<file path="config.mk">
export PLATFORM = sky130hd
export DESIGN_NAME = dmem_router
export DESIGN_NICKNAME = d
export VERILOG_FILES = /design/src/rtl/dmem_router_pkg.sv /design/src/rtl/dmem_addr_decode.sv /design/src/rtl/dmem_router.sv
export SDC_FILE = /design/constraint.sdc
export NUM_CORES = 1
export LEC_CHECK = 0
export CAP_MARGIN = 30
export CORE_AREA = 2 2 121 123
export DETAILED_ROUTE_END_ITERATION = 8
export DIE_AREA = 0 0 123 125
export SYNTH_ARGS = -nofsm -noshare
export SYNTH_HDL_FRONTEND = slang
export SYNTH_SLANG_ARGS = --single-unit
export TNS_END_PERCENT = 100
</file>
<file path="constraint.sdc">
create_clock -name clk -period 2.3 [get_ports clk]
set_input_delay 0.575 -clock clk [delete_from_list [all_inputs] [get_ports clk]]
set_output_delay 0.575 -clock clk [all_outputs]
set_load 0.05 [all_outputs]
</file>
<file path="src/rtl/dmem_router_pkg.sv">
// Shared constants for the data-memory interconnect: slave base nibbles,
// tracker counter width and the slave-index width helper.
package dmem_router_pkg;

    localparam logic [3:0] MEM_BASE   = 4'h0;
    localparam logic [3:0] CLINT_BASE = 4'h2;

    // Outstanding-read counter width; covers MAX_OUTST up to 15.
    localparam int CNT_W = 4;

    // Width of a slave index; never collapses to zero for a single slave.
    function automatic int slv_idx_w(input int nslv);
        return (nslv > 1) ? $clog2(nslv) : 1;
    endfunction

endpackage

</file>
<file path="src/rtl/dmem_addr_decode.sv">
// Address-nibble decoder: lowest-index slave whose base nibble matches wins,
// otherwise the default slave. Produces both an index and a one-hot select.
module dmem_addr_decode
    import dmem_router_pkg::*;
#(
    parameter int                NSLV        = 2,
    parameter logic [4*NSLV-1:0] SLV_BASE    = {CLINT_BASE, MEM_BASE},
    parameter int                DEFAULT_SLV = 0,
    localparam int               IDX_W       = slv_idx_w(NSLV)
) (
    input  logic [3:0]       i_nib,
    output logic [IDX_W-1:0] o_sel_idx,
    output logic [NSLV-1:0]  o_sel_oh
);

    // Scan from the top down so the lowest matching index is the last write.
    always_comb begin
        o_sel_idx = IDX_W'(DEFAULT_SLV);
        for (int i = NSLV - 1; i >= 0; i--) begin
            if (i_nib == SLV_BASE[4*i +: 4]) begin
                o_sel_idx = IDX_W'(i);
            end
        end
    end

    // Expand the selected index into a one-hot vector.
    always_comb begin
        o_sel_oh = '0;
        for (int i = 0; i < NSLV; i++) begin
            o_sel_oh[i] = (o_sel_idx == IDX_W'(i));
        end
    end

endmodule

</file>
<file path="src/rtl/dmem_router.sv">
// Core dmem port to NSLV slaves. Writes are routed combinationally; reads are
// tracked (count + owning slave) so each response is steered back from the
// slave that owns the outstanding reads. Reads to a different slave wait until
// the pipe drains, which keeps responses in order without a reorder buffer.
module dmem_router
    import dmem_router_pkg::*;
#(
    parameter int                NSLV        = 2,
    parameter logic [4*NSLV-1:0] SLV_BASE    = {CLINT_BASE, MEM_BASE},
    parameter int                DEFAULT_SLV = 0,
    parameter int                MAX_OUTST   = 2,
    localparam int               IDX_W       = slv_idx_w(NSLV)
) (
    input  logic                 clk,
    input  logic                 resetb,
    input  logic                 m_wready,
    output logic                 m_wvalid,
    input  logic [31:0]          m_waddr,
    input  logic [31:0]          m_wdata,
    input  logic [3:0]           m_wstrb,
    input  logic                 m_rready,
    output logic                 m_rvalid,
    input  logic [31:0]          m_raddr,
    output logic                 m_rresp,
    output logic [31:0]          m_rdata,
    output logic [NSLV-1:0]      s_wready,
    input  logic [NSLV-1:0]      s_wvalid,
    output logic [31:0]          s_waddr,
    output logic [31:0]          s_wdata,
    output logic [3:0]           s_wstrb,
    output logic [NSLV-1:0]      s_rready,
    input  logic [NSLV-1:0]      s_rvalid,
    output logic [31:0]          s_raddr,
    input  logic [NSLV-1:0]      s_rresp,
    input  logic [NSLV*32-1:0]   s_rdata,
    output logic                 busy,
    output logic                 resp_err
);

    localparam logic [CNT_W-1:0] MAX_CNT = CNT_W'(MAX_OUTST);

    logic [1:0]       r_rst_sync;
    logic             w_rst_b;
    logic [CNT_W-1:0] r_cnt;
    logic [IDX_W-1:0] r_owner;
    logic             r_resp_err;

    logic [IDX_W-1:0] w_wsel_idx;
    logic [NSLV-1:0]  w_wsel_oh;
    logic [IDX_W-1:0] w_rsel_idx;
    logic [NSLV-1:0]  w_rsel_oh;
    logic [NSLV-1:0]  w_owner_oh;
    logic [31:0]      w_owner_data;
    logic             w_cnt_nz;
    logic             w_issue_ok;
    logic             w_rd_acc;
    logic             w_fwd;
    logic             w_stray;

    dmem_addr_decode #(
        .NSLV        (NSLV),
        .SLV_BASE    (SLV_BASE),
        .DEFAULT_SLV (DEFAULT_SLV)
    ) u_wdec (
        .i_nib     (m_waddr[31:28]),
        .o_sel_idx (w_wsel_idx),
        .o_sel_oh  (w_wsel_oh)
    );

    dmem_addr_decode #(
        .NSLV        (NSLV),
        .SLV_BASE    (SLV_BASE),
        .DEFAULT_SLV (DEFAULT_SLV)
    ) u_rdec (
        .i_nib     (m_raddr[31:28]),
        .o_sel_idx (w_rsel_idx),
        .o_sel_oh  (w_rsel_oh)
    );

    // Reset asserts immediately, releases two clk edges later.
    always_ff @(posedge clk or negedge resetb) begin
        if (!resetb) begin
            r_rst_sync <= 2'b00;
        end else begin
            r_rst_sync <= {r_rst_sync[0], 1'b1};
        end
    end

    assign w_rst_b = r_rst_sync[1];

    // Broadcast buses simply mirror the core request.
    assign s_waddr = m_waddr;
    assign s_wdata = m_wdata;
    assign s_wstrb = m_wstrb;
    assign s_raddr = m_raddr;

    // Handshakes are held off until reset has fully released.
    assign s_wready = w_wsel_oh & {NSLV{w_rst_b & m_wready}};
    assign m_wvalid = w_rst_b & s_wvalid[w_wsel_idx];

    assign w_cnt_nz   = (r_cnt != '0);
    assign w_issue_ok = w_rst_b && (r_cnt < MAX_CNT) &&
                        (!w_cnt_nz || (w_rsel_idx == r_owner));
    assign s_rready   = w_rsel_oh & {NSLV{w_issue_ok & m_rready}};
    assign m_rvalid   = w_issue_ok & (|(s_rvalid & w_rsel_oh));
    assign w_rd_acc   = m_rready & m_rvalid;

    // One-hot owner and its read-data lane.
    always_comb begin
        w_owner_oh   = '0;
        w_owner_data = '0;
        for (int i = 0; i < NSLV; i++) begin
            w_owner_oh[i] = (r_owner == IDX_W'(i));
            if (w_owner_oh[i]) begin
                w_owner_data = s_rdata[32*i +: 32];
            end
        end
    end

    // Only the owner's response is forwarded, and only with reads in flight;
    // anything else is a stray that is dropped and flagged.
    assign w_fwd   = w_cnt_nz & (|(s_rresp & w_owner_oh));
    assign w_stray = (|(s_rresp & ~w_owner_oh)) | (~w_cnt_nz & (|s_rresp));
    assign m_rresp = w_fwd;
    assign m_rdata = w_cnt_nz ? w_owner_data : 32'h0;
    assign busy     = w_cnt_nz;
    assign resp_err = r_resp_err;

    // Outstanding-read tracker: count, owning slave and sticky stray flag.
    always_ff @(posedge clk or negedge w_rst_b) begin
        if (!w_rst_b) begin
            r_cnt      <= '0;
            r_owner    <= IDX_W'(DEFAULT_SLV);
            r_resp_err <= 1'b0;
        end else begin
            if (w_rd_acc) begin
                r_owner <= w_rsel_idx;
            end
            case ({w_rd_acc, w_fwd})
                2'b10:   r_cnt <= r_cnt + CNT_W'(1);
                2'b01:   r_cnt <= r_cnt - CNT_W'(1);
                default: r_cnt <= r_cnt;
            endcase
            if (w_stray) begin
                r_resp_err <= 1'b1;
            end
        end
    end

endmodule

</file>
==> run summary, run 1 <==
Uppermost layer routed: met4
Sequential group share of total power: 0.085
Multiplexer area fraction after synthesis: 0.190
Critical path's most frequent cell: ha_4
Cells on worst reg2reg path: 9
Worst setup EP type: register
Yosys cell types: 37
Setup ws final: -0.172 ns
Rows: 44
Placer congestion estimate: 0.754
Drt drc: 0
Grt ovf: 0
Total of max-cap violations: 0
Leakage: 1.32 nW
WL met2: 3.53 mm
Fraction of layout cells with a size suffix above 1: 0.394
Max IR drop VDD: 0.380 mV
Worst-margin pin slew: 0.512 ns
Ys async rst share: 1.00
P&R area growth vs syn: 73.4%
Post-synth EDFFs: 0
Crit-path slowest cell: or4b_4
CTS Buf Count: 3
Clock skew: 0.00478 ns
Main area contributors after synthesis: buf_4 (39%), mux2i_1 (18%), dfrtp_1 (11%), nor2_1 (7.3%), buf_6 (2.4%)
Post-synth top flop: dfrtp_1
Largest buffer count on any clock path: 2
Setup CP Type: primary input to register
Clock power frac: 0.115
Top cell type's share of synthesized area: 0.395
Syn Nets: 419
Clock-pin slew on the worst setup and hold paths: 0.04 ns
Switching pwr: 1.25 mW
Req. time, crit path: 2.44 ns
Inst Count DP: 473
Mapped cell area: 1900 sq um
Internal power: 1.37 mW
GR Util All Layers: 0.0728
Synth Area in Compound Gates: 0.0454
Clock root cell: clkbuf_16
Clock sinks: 8
DR pass1 iterations: 4
Port Buffers: 130
Worst skew pair latency: 0.23 ns
Utilization after layout: 0.232
DIE WIDTH: 123 microns
Area leader, netlist: buf_4
Fin area: 3300 sq um
Core Area: 14200 sq um
Synth warnings: 0
Area after DPL: 2900 sq um
First-pass GRT wire length: 8.80 mm
Setup-failing EPs final: 2
Fin. Hold Viols: 0
Final Slew Violations: 0
Final TNS setup: -0.178 ns
Routed wire length: 7.07 mm
Pin count of the biggest net entering global routing: 36
P per Cell Area: 796 nW/um^2
Antenna violations before repair: 0
Largest family of logic cells by synthesized area: buffers and inverters
Starting Density: 0.134
DRT antenna net count: 0
Delay of the slowest critical-path stage: 0.52 ns
Worst slew margin: 0.658
Syn Inst Count: 241
Metal-1 WL: 2.25 mm
Post-synthesis xor/xnor area fraction: 0.00922
Die ar.: 15400 sq um
Final nets: 486
Fin crit share: 1.07
Layout Cells excl Fill: 491
DR vias/cell: 3.69
Post-Synth Adder-Cell Area: 0.0303
Seq/Total Area, Yosys: 0.105
Outcome: finished with violations
Final worst path period need: 2.47 ns
Vias in the first global route: 1790
DRT iter0 DRCs: 26
Met3 Wirelength: 898 microns
CP max FO: 4
CTS tree: yes
Hold Path Class: register to asynchronous set/reset pin
WL per Instance: 14.4 microns
Die Y: 125 microns
Via count: 1813
Mapped Avg Cell Area: 7.89 sq um
Combinational share of power: 0.800
RSZ-0062 raised after global routing: yes
Fillers: 1530
CP Cell Sequence: buf_2, or4b_4, a21oi_2, or3_4, ha_4, ha_4, buf_6, nor3b_4, mux2_4, o211ai_1
CTS HTree Levels: 1
Antenna fix cells: 0
CP Launch Type: primary input
#FFs+latches synth: 8
Critical path arrival: 2.62 ns
Switch share: 0.478
DP HPWL: 5.33 mm
Max Clk Rate: 0.404 GHz
Power, Total: 2.62 mW
Failing checks: negative setup slack
Ports: 315
Synth Area in Simple Gates: 0.174
[synthesized netlist by cell type (2+ instances only)]
cell     number
buf_4       100
or4b_1        2
a21oi_1       6
nor3b_1       3
ha_1          3
buf_2         5
nand3_1       2
nor3_1        2
nor2_1       37
inv_1         5
dfrtp_1       8
buf_6         4
nand2_1       6
mux2i_1      35
[power by group through the flow]
stage / Sequential [mW] / Clock, mW / Combinational, mW
final: 0.223 / 0.302 / 2.10
after global routing: 0.228 / 0.314 / 2.23
after global placement: 0.220 / 0 / 1.64
after CTS: 0.221 / 0.309 / 1.77
after floorplan: 0.248 / 0 / 1.48
after detailed placement: 0.221 / 0 / 1.69
[worst max-delay path, delay by kind of cell]
kind	cells	cell delay, ns
buf+inv	2	0.25
simple gates	3	0.81
mux	1	0.27
fa+ha+maj	2	0.38
compound gates	2	0.33
[layout make-up]
class	instances	area, sq um	area share
Multi-Input combinational cell	118	998	0.303
Clock buffer	4	78.8	0.0239
Timing Repair Buffer	171	1760	0.535
Tap cell	184	230	0.0699
Inverter	6	22.5	0.00683
Sequential cell	8	201	0.0611
[kinds of logic after synthesis]
kind of cell               after synthesis
and+or+nand+nor                         62
AOI/OAI and AO/OA                       13
muxes                                   36
xor gates and xnor gates                 2
DFF                                      8
buffers and inverters                  115
other                                    1
adders and majority gates                4
[stage by stage]
step           hold WS (ns)  setup WS [ns]
6_report              0.216         -0.172
5_1_grt               0.252         -0.244
4_1_cts               0.234         -0.238
3_5_place_dp          0.234         -0.920
3_3_place_gp          0.223         -0.837
2_1_floorplan         0.106         -0.298
[per-layer routing]
layer	up-vias	track usage
met5	-	0
met4	0	0.0495
met3	42	0.0196
met2	132	0.144
met1	809	0.0601
li1	830	-
[what timing repair did]
item	4_1_cts	5_1_grt
setup buffers	5	9
endpoints found under the setup margin	42	37
hold buffers	0	0
gates cloned	0	3
gates resized for setup	37	30
pin swaps	11	11
[state kept, by name (all words and copies together), names as in the netlist]
| register | cells |
|---|---|
| resp_err | 1 |
| r_rst_sync | 2 |
| r_owner | 1 |
| r_cnt | 4 |
[worst paths after layout]
kind / start / to / slack [ns]
max in group asynchronous: resetb / r_rst_sync[0] / 1.67
worst min register to register: r_rst_sync[1] / r_cnt[3] / 0.22
worst max-delay path: m_raddr[31] / r_cnt[3] / -0.17
min in group clk: r_rst_sync[0] / r_rst_sync[1] / 0.35
worst min-delay path: r_rst_sync[1] / r_cnt[3] / 0.22
worst max register to register: r_cnt[1] / r_cnt[3] / -0.16
[cells in the final DEF, fill, tap and decap left out, types with 2 or more instances in the layout]
| cell | n |
|---|---|
| a21oi_1 | 3 |
| a21oi_2 | 3 |
| buf_12 | 15 |
| buf_2 | 2 |
| buf_4 | 55 |
| buf_6 | 19 |
| clkbuf_16 | 5 |
| clkdlybuf4s50_1 | 69 |
| dfrtp_1 | 7 |
| dlygate4sd2_1 | 7 |
| dlymetal6s2s_1 | 2 |
| ha_4 | 3 |
| inv_1 | 5 |
| mux2i_1 | 35 |
| nand2_1 | 6 |
| nor2_1 | 36 |
| nor3b_1 | 2 |
| nor4b_4 | 3 |
| o21ai_1 | 2 |
| or4b_4 | 2 |
Power figures use the tool's default switching activity.
==> inputs of run 2 (changes only) <==
CTS_CLUSTER_DIAMETER = 60   (was default)
SETUP_SLACK_MARGIN = 0.3   (was default)
SKIP_CTS_REPAIR_TIMING = 1   (was default)
==> run 2 against run 1 <==
  * The run still ends with negative setup slack left
  * First-iteration DRC count shrank 15%
  * Flip-flop and latch count is the same
  * Worst hold slack lost 0.0029 ns
  * Highest routed layer unchanged
==> run summary, run 2 (synthesis gave the netlist of run 1 again) <==
Combinational share of power: 0.808 (was 0.800)
Worst R2R Start: r_cnt[2] (was r_cnt[1])
Clock-pin slew on the worst setup and hold paths: 0.04 ns (about the same)
Critical path arrival: 2.66 ns (was 2.62 ns)
Fillers: 1514 (was 1530)
Worst Setup SP: r_cnt[2] (was m_raddr[31])
GR Util All Layers: 0.0740 (was 0.0728)
Placer congestion estimate: 0.707 (was 0.754)
FF/Latch Area: 201 sq um (unchanged)
Req. time, crit path: 2.39 ns (was 2.44 ns)
Drt drc: 0 (unchanged)
DIE WIDTH: 123 microns (unchanged)
Number of flip-flops in the largest register: 4 (unchanged)
Clock skew: 0.00197 ns (was 0.00478 ns)
Setup-failing EPs final: 36 (was 2)
Metal-1 WL: 2.27 mm (was 2.25 mm)
Largest buffer count on any clock path: 2 (unchanged)
Sequential group share of total power: 0.080 (was 0.085)
Grt ovf: 0 (unchanged)
P&R area growth vs syn: 85.4% (was 73.4%)
DRT antenna net count: 0 (unchanged)
Largest registers: r_cnt x4, r_rst_sync x2 (unchanged)
Power, Total: 2.71 mW (was 2.62 mW)
Clock power frac: 0.111 (was 0.115)
Total of max-cap violations: 0 (unchanged)
Hold_ws: 0.213 ns (was 0.216 ns)
Die ar.: 15400 sq um (unchanged)
Max IR drop VDD: 0.415 mV (was 0.380 mV)
Commonest non-fill, non-tap cell in the layout: clkdlybuf4s50_1 (unchanged)
Area after DPL: 3030 sq um (was 2900 sq um)
First-pass GRT wire length: 9.10 mm (was 8.80 mm)
Final TNS setup: -3.16 ns (was -0.178 ns)
Hold Path Class: register to asynchronous set/reset pin (unchanged)
WL per Instance: 14.0 microns (was 14.4 microns)
Worst setup EP type: register (unchanged)
Vias in the first global route: 1827 (was 1790)
Final nets: 485 (was 486)
P per Cell Area: 770 nW/um^2 (was 796 nW/um^2)
RSZ-0062 raised after global routing: yes (unchanged)
Worst skew pair latency: 0.23 ns (about the same)
Final worst path period need: 2.57 ns (was 2.47 ns)
Setup ws final: -0.271 ns (was -0.172 ns)
Fin area: 3520 sq um (was 3300 sq um)
Outcome: finished with violations (unchanged)
CTS HTree Levels: 1 (unchanged)
Ports: 315 (unchanged)
CP Launch Type: register (was primary input)
Met3 Wirelength: 882 microns (was 898 microns)
Routed wire length: 6.85 mm (was 7.07 mm)
Leakage: 1.38 nW (was 1.32 nW)
Port Buffers: 130 (unchanged)
Fin crit share: 1.12 (was 1.07)
CP max FO: 4 (unchanged)
Switching pwr: 1.29 mW (was 1.25 mW)
DP HPWL: 5.27 mm (was 5.33 mm)
DR vias/cell: 3.64 (was 3.69)
Uppermost layer routed: met4 (unchanged)
Fraction of layout cells with a size suffix above 1: 0.513 (was 0.394)
Internal power: 1.43 mW (was 1.37 mW)
Starting Density: 0.134 (unchanged)
Antenna violations before repair: 1 (was 0)
Switch share: 0.474 (was 0.478)
WL met2: 3.34 mm (was 3.53 mm)
Max Clk Rate: 0.389 GHz (was 0.404 GHz)
Die Y: 125 microns (unchanged)
Layout Cells excl Fill: 491 (unchanged)
Via count: 1786 (was 1813)
Largest Register: r_cnt (unchanged)
Setup CP Type: register to register (was primary input to register)
DRT iter0 DRCs: 22 (was 26)
CTS tree: yes (unchanged)
Clock root cell: clkbuf_16 (unchanged)
Pin count of the biggest net entering global routing: 37 (was 36)
Inst Count DP: 477 (was 473)
Fin. Hold Viols: 0 (unchanged)
Final Slew Violations: 0 (unchanged)
DR pass1 iterations: 2 (was 4)
Area occupied by multi-input gates: 1090 sq um (was 998 sq um)
Most frequent cells in the layout: clkdlybuf4s50_1 (70), buf_6 (43), mux2i_1 (33) (was clkdlybuf4s50_1 (69), buf_4 (55), nor2_1 (36))
Clock sinks: 8 (unchanged)
Core Area: 14200 sq um (unchanged)
Rows: 44 (unchanged)
CTS Buf Count: 3 (unchanged)
Failing checks: negative setup slack (unchanged)
-- run 2: path summary, 6_finish.rpt --
check,end,slack [ns],depth (start not counted)
min in group clk,r_rst_sync[1],0.35,0
setup / recovery,r_cnt[3],-0.27,8
hold reg to reg,r_cnt[1],0.21,1
max in group asynchronous,r_rst_sync[0],1.68,1
hold / removal,r_cnt[1],0.21,1
setup reg to reg,r_cnt[3],-0.27,8
-- run 2: area by class of cell --
| type | instances | share of cell area |
|---|---|---|
| inverter | 6 | 0.00639 |
| multi-input combinational | 118 | 0.310 |
| tap | 184 | 0.0653 |
| sequential | 8 | 0.0572 |
| antenna | 1 | 0.000710 |
| timing repair buffer | 170 | 0.538 |
| clock buffer | 4 | 0.0224 |
-- run 2: layer usage --
| metal | global-route usage | up-vias |
|---|---|---|
| li1 | - | 827 |
| met1 | 0.0712 | 795 |
| met2 | 0.128 | 117 |
| met3 | 0.0301 | 47 |
| met4 | 0.0495 | 0 |
| met5 | 0 | - |
-- run 2: power by group through the flow --
stage / Sequential [mW] / Clock [mW] / Combinational, mW
6_report: 0.218 / 0.302 / 2.19
3_3_place_gp: 0.217 / 0 / 1.74
4_1_cts: 0.219 / 0.309 / 1.79
5_1_grt: 0.222 / 0.318 / 2.33
2_1_floorplan: 0.248 / 0 / 1.55
3_5_place_dp: 0.221 / 0 / 1.79
-- run 2: per-stage QoR --
stage	setup slack, ns	utilization
2_1_floorplan	-0.295	-
3_3_place_gp	-0.791	0.213
3_5_place_dp	-0.956	0.213
4_1_cts	-0.715	0.219
5_1_grt	-0.336	0.248
6_report	-0.271	0.248
-- run 2: worst max-delay path, cell delays in order (launching register included) --
cell,delay (ns)
dfrtp_1,0.40
nor4b_4,0.38
nand2_2,0.10
or3_4,0.40
ha_4,0.20
ha_4,0.23
or4b_4,0.50
o311ai_4,0.08
o211ai_1,0.15
==> inputs of run 3 (changes only) <==
CORE_AREA = 2 2 123 125   (was 2 2 121 123)
DIE_AREA = 0 0 125 127   (was 0 0 123 125)
clock period = 2.24 ns   (was 2.3 ns; I/O delays follow)
==> run 3 against run 2 <==
  * The flow still finishes with violations (negative setup slack)
  * Setup slack worse by 0.045 ns
  * Critical path depth up 1
  * Die area up 3.3%
  * Core utilization up 2.3 points
  * Design area up 11%
  * Power up 13%
  * Combinational power up 16%
  * Sequential power up 4%
  * Global-route usage down 0.23 points
  * Clock skew up 0.0026 ns
  * Routed wire length up 3.2%
  * Final cell count up 2.0%
  * Critical path type is now primary input to register
  * Largest cell class unchanged
  * Largest power group unchanged
==> run summary, run 3 (synthesis gave the netlist of run 1 again) <==
Outcome: finished with violations (unchanged)
Failing checks: negative setup slack (unchanged)
Rows: 44 (unchanged)
Final TNS setup: -3.99 ns (was -3.16 ns)
Setup ws final: -0.316 ns (was -0.271 ns)
Cells on worst reg2reg path: 8 (unchanged)
Starting Density: 0.132 (was 0.134)
Largest buffer count on any clock path: 2 (unchanged)
Vias in the first global route: 1895 (was 1827)
DR pass1 iterations: 6 (was 2)
Utilization after layout: 0.271 (was 0.248)
Total of max-cap violations: 0 (unchanged)
Worst-margin pin slew: 0.514 ns
Via count: 1844 (was 1786)
Routed wire length: 7.07 mm (was 6.85 mm)
Port Buffers: 130 (unchanged)
Commonest non-fill, non-tap cell in the layout: clkdlybuf4s50_1 (unchanged)
Core Area: 14400 sq um (was 14200 sq um)
Antenna violations before repair: 0 (was 1)
Placer congestion estimate: 0.780 (was 0.707)
Clock power frac: 0.101 (was 0.111)
Fin area: 3910 sq um (was 3520 sq um)
Setup CP Type: primary input to register (was register to register)
Final worst path period need: 2.56 ns
Critical path arrival: 2.65 ns (was 2.66 ns)
Switch share: 0.468 (was 0.474)
R2r setup slk: -0.26 ns (was -0.27 ns)
Crit-path slowest cell: or4b_4 (unchanged)
Fraction of layout cells with a size suffix above 1: 0.536 (was 0.513)
Pin count of the biggest net entering global routing: 19 (was 37)
Worst R2R Start: r_cnt[1] (was r_cnt[2])
WL per Instance: 14.1 microns (was 14.0 microns)
Max Clk Rate: 0.391 GHz
CP Launch Type: primary input (was register)
Largest Register: r_cnt (unchanged)
CP Cell Sequence: buf_8, or4b_4, a21oi_4, or3_4, ha_4, ha_4, or4b_4, o311ai_2, o211ai_1 (was nor4b_4, nand2_2, or3_4, ha_4, ha_4, or4b_4, o311ai_4, o211ai_1)
Die ar.: 15900 sq um (was 15400 sq um)
Worst Setup SP: m_raddr[30] (was r_cnt[2])
Largest registers: r_cnt x4, r_rst_sync x2 (unchanged)
CP max FO: 5 (was 4)
GR Util All Layers: 0.0716 (was 0.0740)
P&R area growth vs syn: 106% (was 85.4%)
Clock-pin slew on the worst setup and hold paths: 0.04 ns (about the same)
Req. time, crit path: 2.33 ns (was 2.39 ns)
Antenna fix cells: 0 (was 1)
CTS HTree Levels: 1 (unchanged)
Fin crit share: 1.14
Fin. Hold Viols: 0 (unchanged)
Clock skew: 0.00460 ns (was 0.00197 ns)
CTS Buf Count: 3 (unchanged)
Hold Path Class: register to asynchronous set/reset pin (unchanged)
CP Depth: 9 (was 8)
CP bufs+invs: 1 (was 0)
RSZ-0062 raised after global routing: yes (unchanged)
Final nets: 496 (was 485)
Combinational share of power: 0.825 (was 0.808)
Fillers: 1502 (was 1514)
Number of flip-flops in the largest register: 4 (unchanged)
Delay of the slowest critical-path stage: 0.56 ns (was 0.50 ns)
Die Y: 127 microns (was 125 microns)
DP HPWL: 5.25 mm (was 5.27 mm)
Worst setup EP type: register (unchanged)
Hold_ws: 0.180 ns (was 0.213 ns)
Internal power: 1.64 mW (was 1.43 mW)
P per Cell Area: 787 nW/um^2 (was 770 nW/um^2)
CTS tree: yes (unchanged)
Worst skew pair latency: 0.24 ns (was 0.23 ns)
Ports: 315 (unchanged)
DRT iter0 DRCs: 36 (was 22)
DRT antenna net count: 0 (unchanged)
Clock sinks: 8 (unchanged)
Grt ovf: 0 (unchanged)
Drt drc: 0 (unchanged)
FF-to-FF End: r_cnt[3] (unchanged)
Final Slew Violations: 0 (unchanged)
Setup-failing EPs final: 38 (was 36)
Area after DPL: 3170 sq um (was 3030 sq um)
Leakage: 1.53 nW (was 1.38 nW)
CP delay by family, top: simple AND/OR/NAND/NOR gates (unchanged)
Most frequent cells in the layout: clkdlybuf4s50_1 (68), buf_4 (36), nor2_4 (35) (was clkdlybuf4s50_1 (70), buf_6 (43), mux2i_1 (33))
Sequential group share of total power: 0.073 (was 0.080)
DR vias/cell: 3.68 (was 3.64)
DIE WIDTH: 125 microns (was 123 microns)
Switching pwr: 1.44 mW (was 1.29 mW)
First-pass GRT wire length: 9.41 mm (was 9.10 mm)
Clock root cell: clkbuf_16 (unchanged)
Worst slew margin: 0.657
Max IR drop VDD: 0.352 mV (was 0.415 mV)
[run 3: layer usage]
metal  vias to the layer above  GRT usage  wire length (microns)
met1                       859     0.0803                   2590
li1                        849          -                      -
met2                       113      0.125                   3690
met3                        23     0.0251                    672
met5                         -          0                      0
met4                         0     0.0281                    119
[run 3: worst max-delay path by stage]
stage,endpoint,slack [ns]
3_5_place_dp,r_cnt[3],-0.98
2_1_floorplan,r_cnt[3],-0.33
3_3_place_gp,r_cnt[3],-0.84
5_1_grt,r_cnt[3],-0.35
6_report,r_cnt[3],-0.32
4_1_cts,r_cnt[3],-0.74
[run 3: through the flow]
| step | total power, mW | cells | setup slack (ns) |
|---|---|---|---|
| floorplan | 1.88 | 241 | -0.329 |
| global placement | 2.15 | 481 | -0.838 |
| detailed placement | 2.20 | 481 | -0.975 |
| CTS | 2.52 | 485 | -0.742 |
| global route | 3.23 | 501 | -0.354 |
| finish | 3.08 | 501 | -0.316 |
[run 3: area by class of cell]
type / count / area, sq um / share of cell area
Clock buffer: 4 / 78.8 / 0.0202
Multi-Input combinational cell: 118 / 1250 / 0.319
Sequential cell: 8 / 201 / 0.0515
Tap cell: 184 / 230 / 0.0589
Inverter: 6 / 25.0 / 0.00640
Timing Repair Buffer: 181 / 2130 / 0.544
[run 3: power groups by stage]
| stage | sequential [mW] | combinational [mW] | clock [mW] |
|---|---|---|---|
| floorplan | 0.254 | 1.63 | 0 |
| global placement | 0.224 | 1.93 | 0 |
| detailed placement | 0.226 | 1.97 | 0 |
| CTS | 0.225 | 1.97 | 0.319 |
| global route | 0.230 | 2.67 | 0.328 |
| finish | 0.226 | 2.54 | 0.311 |
